==> config.mk <==
export PLATFORM = sky130hd
export DESIGN_NAME = if_fetch_stage
export DESIGN_NICKNAME = d
export VERILOG_FILES = /design/src/rtl/if_fetch_stage.sv
export SDC_FILE = /design/constraint.sdc
export NUM_CORES = 1
export LEC_CHECK = 0
export CAP_MARGIN = 20
export CORE_MARGIN = 3
export CORE_UTILIZATION = 30
export DETAILED_ROUTE_END_ITERATION = 10
export GPL_TIMING_DRIVEN = 0
export HOLD_SLACK_MARGIN = 0.1
export PLACE_DENSITY = 0.66
export SETUP_SLACK_MARGIN = 0.02
export SLEW_MARGIN = 30
export SYNTH_ARGS = -nofsm -noshare
export SYNTH_HDL_FRONTEND = slang
export SYNTH_SLANG_ARGS = --single-unit
==> constraint.sdc <==
create_clock -name clock -period 13.75 [get_ports clock]
set_clock_uncertainty 0.05 [all_clocks]
set_input_delay 2.75 -clock clock [delete_from_list [all_inputs] [get_ports clock]]
set_output_delay 2.75 -clock clock [all_outputs]
set_load 0.01 [all_outputs]
==> src/rtl/if_fetch_stage.sv <==
// ----------------------------------------------------------------------------
// if_fetch_stage
//   Instruction-fetch stage in front of the IF/ID pipeline register. Owns the
//   PC, issues req/ack fetches to instruction memory, parks a fetched word
//   while IF/ID is stalled, and discards the in-flight fetch when the stream
//   is redirected before its ack arrives.
//
// Parameters
//   RESET_PC        PC loaded on reset (word aligned)
// Ports
//   clock           clock, all state updates on posedge
//   reset           synchronous, active-high reset
//   stall           IF/ID must not accept a new instruction this cycle
//   redirect_valid  fetch stream redirected to redirect_pc
//   redirect_pc     new fetch address, bits [1:0] forced to zero
//   imem_req        fetch request, held with imem_addr stable until imem_ack
//   imem_addr       word-aligned fetch address
//   imem_ack        one-cycle pulse, imem_rdata valid
//   imem_rdata      fetched instruction word
//   instruction_o   instruction presented to IF/ID
//   pc_o            address of instruction_o
//   pc_inc_o        pc_o + 4 (modulo 2^64)
//   pc_branch_o     pc_o + sign-extended (instruction_o[25:0] << 2)
//   if_id_write     IF/ID write enable
//   if_id_flush     IF/ID flush (combinational copy of redirect_valid)
// ----------------------------------------------------------------------------
module if_fetch_stage #(
  parameter logic [63:0] RESET_PC = 64'h0
) (
  input  logic        clock,
  input  logic        reset,
  input  logic        stall,
  input  logic        redirect_valid,
  input  logic [63:0] redirect_pc,
  output logic        imem_req,
  output logic [63:0] imem_addr,
  input  logic        imem_ack,
  input  logic [31:0] imem_rdata,
  output logic [31:0] instruction_o,
  output logic [63:0] pc_o,
  output logic [63:0] pc_inc_o,
  output logic [63:0] pc_branch_o,
  output logic        if_id_write,
  output logic        if_id_flush
);

  typedef enum logic [1:0] {
    IDLE  = 2'd0,
    FETCH = 2'd1,
    HOLD  = 2'd2,
    DROP  = 2'd3
  } state_t;

  state_t      state;
  logic [63:0] pc;
  logic [31:0] hold_instr;
  logic [63:0] redir_q;

  logic [63:0] redirect_aligned;
  logic        fetch_valid;

  assign redirect_aligned = {redirect_pc[63:2], 2'b00};

  // Fetch sequencer: PC, state, parked instruction and pending redirect target.
  // Redirect is examined before stall in every state.
  always_ff @(posedge clock) begin
    if (reset) begin
      state      <= IDLE;
      pc         <= RESET_PC;
      hold_instr <= 32'h0;
      redir_q    <= 64'h0;
    end else begin
      case (state)
        IDLE: begin
          state <= FETCH;
        end
        FETCH: begin
          if (redirect_valid) begin
            if (imem_ack) begin
              // Word arrived in the redirect cycle: drop it, refetch at once.
              pc <= redirect_aligned;
            end else begin
              // Request still outstanding: address must stay stable until the ack.
              redir_q <= redirect_aligned;
              state   <= DROP;
            end
          end else if (imem_ack) begin
            if (stall) begin
              hold_instr <= imem_rdata;
              state      <= HOLD;
            end else begin
              pc <= pc + 64'd4;
            end
          end else begin
            state <= FETCH;
          end
        end
        HOLD: begin
          if (redirect_valid) begin
            pc    <= redirect_aligned;
            state <= FETCH;
          end else if (!stall) begin
            pc    <= pc + 64'd4;
            state <= FETCH;
          end else begin
            state <= HOLD;
          end
        end
        DROP: begin
          if (imem_ack) begin
            // A redirect coinciding with the ack is newer than redir_q.
            pc    <= redirect_valid ? redirect_aligned : redir_q;
            state <= FETCH;
          end else if (redirect_valid) begin
            redir_q <= redirect_aligned;
          end else begin
            state <= DROP;
          end
        end
        default: begin
          state <= IDLE;
        end
      endcase
    end
  end

  // Output decode: memory request, IF/ID payload and IF/ID control.
  always_comb begin
    imem_req      = 1'b0;
    instruction_o = 32'h0;
    fetch_valid   = 1'b0;
    case (state)
      FETCH: begin
        imem_req      = 1'b1;
        instruction_o = imem_rdata;
        fetch_valid   = imem_ack & ~redirect_valid;
      end
      HOLD: begin
        imem_req      = 1'b0;
        instruction_o = hold_instr;
        fetch_valid   = ~redirect_valid;
      end
      DROP: begin
        imem_req      = 1'b1;
        instruction_o = 32'h0;
        fetch_valid   = 1'b0;
      end
      default: begin
        imem_req      = 1'b0;
        instruction_o = 32'h0;
        fetch_valid   = 1'b0;
      end
    endcase
  end

  assign imem_addr   = pc;
  assign pc_o        = pc;
  assign pc_inc_o    = pc + 64'd4;
  assign pc_branch_o = pc + {{36{instruction_o[25]}}, instruction_o[25:0], 2'b00};
  assign if_id_write = fetch_valid & ~stall;
  assign if_id_flush = redirect_valid;

endmodule

==> flow_summary_export.csv <==
group,metric,value,unit
status,status,"finished, final reports clean",
routing,wl_met1,27400,um
sta,worst_slew_pin_slew,1.00,ns
critical_path,worst_r2r_endpoint,"imem_addr[63]",
global_route,grt_pass1_vias,14700,
finish,final_layout_size_suffix_gt1_share,7.10,%
clocking,cts.htree.levels,4,
synth,synth_top_area_share,25.0,%
die,dieWidth,214,um
critical_path,r2r_cells,9,
synth,synth_flop_cell,"dfxtp_1",
sta,layout_setup_ws,3.16,ns
routing,dr_wl_met3,6730,um
routing,maxUsedRoutingLayer,"met5",
synth,synth.most_common_cell,"nand2_1",
finish,register_area,3240,um2
clocking,cts_root_buf,"clkbuf_16",
global_route,grt_use_total,28.0,%
sta,fmax,94.4,MHz
critical_path,worstPathMaxFanout,6,
pwr,total_switching_power,0.000692,W
routing,dr_wl_met2,30900,um
min_path,holdPathEnd,"hold_instr[24]",
routing,drt-initial-drc-count,1545,
synth,syn_area_per_cell,7.01,um2
critical_path,cpLargestDelayFamily,"compound AO/OA/AOI/OAI gates",
finish,fin_cells,2847,
pwr,combPwrFrac,42.0,%
synth,synth_cell_types,88,
critical_path,critPathMaxStageDelay,0.83,ns
flow_run,maxCapViolCount,0,
synth,yosys_warnings,0,
synth,yosys.area.top_type,"dfxtp_1",
critical_path,critPathLaunchType,"input port",
synth,synth_edf_count,0,
min_path,hp-class,"reg2reg",
clocking,clock_sinks,162,
critical_path,cp.buffers_inverters,2,
synth,synth_area,13000,um2
routing,route.detailed.drc,0,
pwr,clkPwrFrac,28.1,%
critical_path,worstPathArrival,7.79,ns
min_path,holdPathStages,2,
global_route,grt_pass1_wl,96100,um
sta,final_max_slew_viol_count,0,
synth,syn_inst,1849,
die,die_y,214,um
clocking,clk_latency,0.44,ns
place,dp_hpwl,53300,um
global_route,antenna_found_initial,7,
routing,routed_wl,67200,um
synth,synth_area_leaders,"dfxtp_1, nand2_1, a21oi_1",
sta,min_period,10.59,ns
sta,setup-tns-final,0,ns
synth,syn_nets,1981,
sta,rsz0062_at_grt,"no",
pwr,p_per_area,101,nW/um2
place,io_buffers,386,
die,fp.coreArea,42300,um2
pwr,vdd_ir_drop_max,67.8,uV
die,rows,75,
clocking,clockBufferDepth,2,
synth,yosysSeqAreaShare,25.0,%
die,dieArea,45700,um2
routing,firstDrtPassIters,6,
routing,viasPerCell,5.57,
sta,period_share,77.0,%
routing,ant_nets,0,
critical_path,critPathKind,"in2out",
synth,synth_seq_cells,162,
die,initial_core_util,30.6,%
pwr,swShare,37.6,%
synth,synthArstFlopShare,0,%
clocking,postCtsSetupRepairBufs,0,
sta,maxSlewHeadroom,32.7,%
critical_path,r2r-start,"imem_addr[4]",
finish,multi_input_area,8420,um2
clocking,cts_tree,"yes",
global_route,grt_overflow,0,
finish,final_core_util,43.0,%
pwr,seq_power_share,29.9,%
sta,finalHoldViolations,0,
critical_path,cpMaxStageDelayCell,"o31ai_1",
critical_path,r2r_setup_slack,9.78,ns
finish,n_fill_cell,4416,
critical_path,cp_cell_sequence,"clkdlybuf4s50_1 -> a22oi_1 -> nor2_1 -> ha_1 -> and2_1 -> a221oi_1 -> a21oi_1 -> o21ai_1 -> o31ai_1 -> o31ai_1 -> and3_1 -> a22o_1 -> xor2_1 -> clkdlybuf4s50_1",
clocking,cts_hold_buffers,0,
pwr,p_int,0.00115,W
critical_path,required,10.95,ns
place,gp_congestion,0.960,
synth,synthTopCellsByCount,"nand2_1, a21oi_1, nor2_1, dfxtp_1, clkbuf_1",
min_path,hp-start,"hold_instr[24]",
place,place_ws,3.21,ns
finish,fin_nets,2386,
routing,vias,15900,
clocking,cts.clk_slew.worst_paths,0.06,ns
clocking,cts_resized,0,
critical_path,end_kind,"output port",
clocking,cts_buffers,17,
global_route,grt_start_max_net_pins,17,
place,place_area,17500,um2
sta,setup_viol,0,
place,dp.cells,2812,
pwr,leakage,6.65,nW
routing,wl_per_cell,23.6,um
finish,syn2layout_area_growth,40.3,%
finish,final_area,18200,um2
die,boundaryPins,392,
-- worst max-delay path by stage --
| stage | from | end | slack [ns] | cells past startpoint |
|---|---|---|---|---|
| global route | imem_rdata[3] | pc_branch_o[49] | 2.80 | 14 |
| finish | imem_rdata[3] | pc_branch_o[49] | 3.16 | 14 |
| floorplan | imem_rdata[0] | pc_branch_o[52] | 5.33 | 14 |
| detailed placement | imem_rdata[3] | pc_branch_o[49] | 3.21 | 14 |
| CTS | imem_rdata[3] | pc_branch_o[49] | 3.20 | 14 |
| global placement | imem_rdata[3] | pc_branch_o[49] | 3.23 | 14 |
-- cells by family after synthesis --
| family | Yosys count | synth area share [%] |
|---|---|---|
| xor+xnor | 127 | 8.59 |
| simple gates | 757 | 27.4 |
| mux | 33 | 2.56 |
| buf+inv | 248 | 10.1 |
| flops | 162 | 25.0 |
| fa+ha+maj | 31 | 3.05 |
| compound gates | 491 | 23.3 |
-- layer usage --
| layer | track usage [%] | up-vias |
|---|---|---|
| li1 | - | 7305 |
| met1 | 36.7 | 7527 |
| met2 | 46.1 | 898 |
| met3 | 6.17 | 113 |
| met4 | 8.57 | 8 |
| met5 | 0 | - |
-- sequential cells by signal, indices dropped and copies added, names as in the netlist --
| name | flops |
|---|---|
| hold_instr | 32 |
| imem_addr | 64 |
| redir_q | 64 |
| state | 2 |
-- final cells by class --
type	instances	share of cell area [%]
Clock buffer	21	2.59
Clock inverter	11	0.826
Antenna cell	3	0.0413
Timing Repair Buffer	386	21.3
Multi-Input combinational cell	1439	46.3
Tap cell	577	3.97
Inverter	33	0.681
Sequential cell	162	17.8
Buffer	215	6.50
-- through the flow --
stage,hold WS (ns),power (W)
finish,0.405,0.00184
global route,0.423,0.00191
CTS,0.406,0.00183
detailed placement,0.396,0.00132
global placement,0.389,0.00132
floorplan,0.382,0.000928
-- worst register-to-register path: stages (launching register included) --
cell     delay [ns]
dfxtp_1        0.57
nand4_1        0.34
or4_4          0.61
nor4_4         0.71
nand4_2        0.52
nor3_4         0.42
nand3_2        0.23
nand2_1        0.11
nand2_1        0.06
a32o_2         0.25
-- power by group through the flow --
| stage | Combinational [W] | Sequential, W | Clock [W] |
|---|---|---|---|
| floorplan | 0.000380 | 0.000548 | 0 |
| global placement | 0.000757 | 0.000561 | 0 |
| detailed placement | 0.000760 | 0.000561 | 0 |
| CTS | 0.000764 | 0.000551 | 0.000519 |
| global route | 0.000820 | 0.000555 | 0.000537 |
| finish | 0.000773 | 0.000551 | 0.000517 |
-- cells in the final DEF, fill, tap and decap left out, types with 42 or more instances in the layout --
cell	synthesis	routed
nand2_1	334	334
xor2_1	45	45
clkbuf_1	114	115
clkdlybuf4s50_1	0	386
xnor2_1	82	82
nor2_1	166	166
nand3_1	42	42
buf_4	72	72
o21ai_0	102	102
dfxtp_1	162	162
a21oi_1	192	192
a22oi_1	52	52
Note: power is estimated with default switching activity, not from simulation.
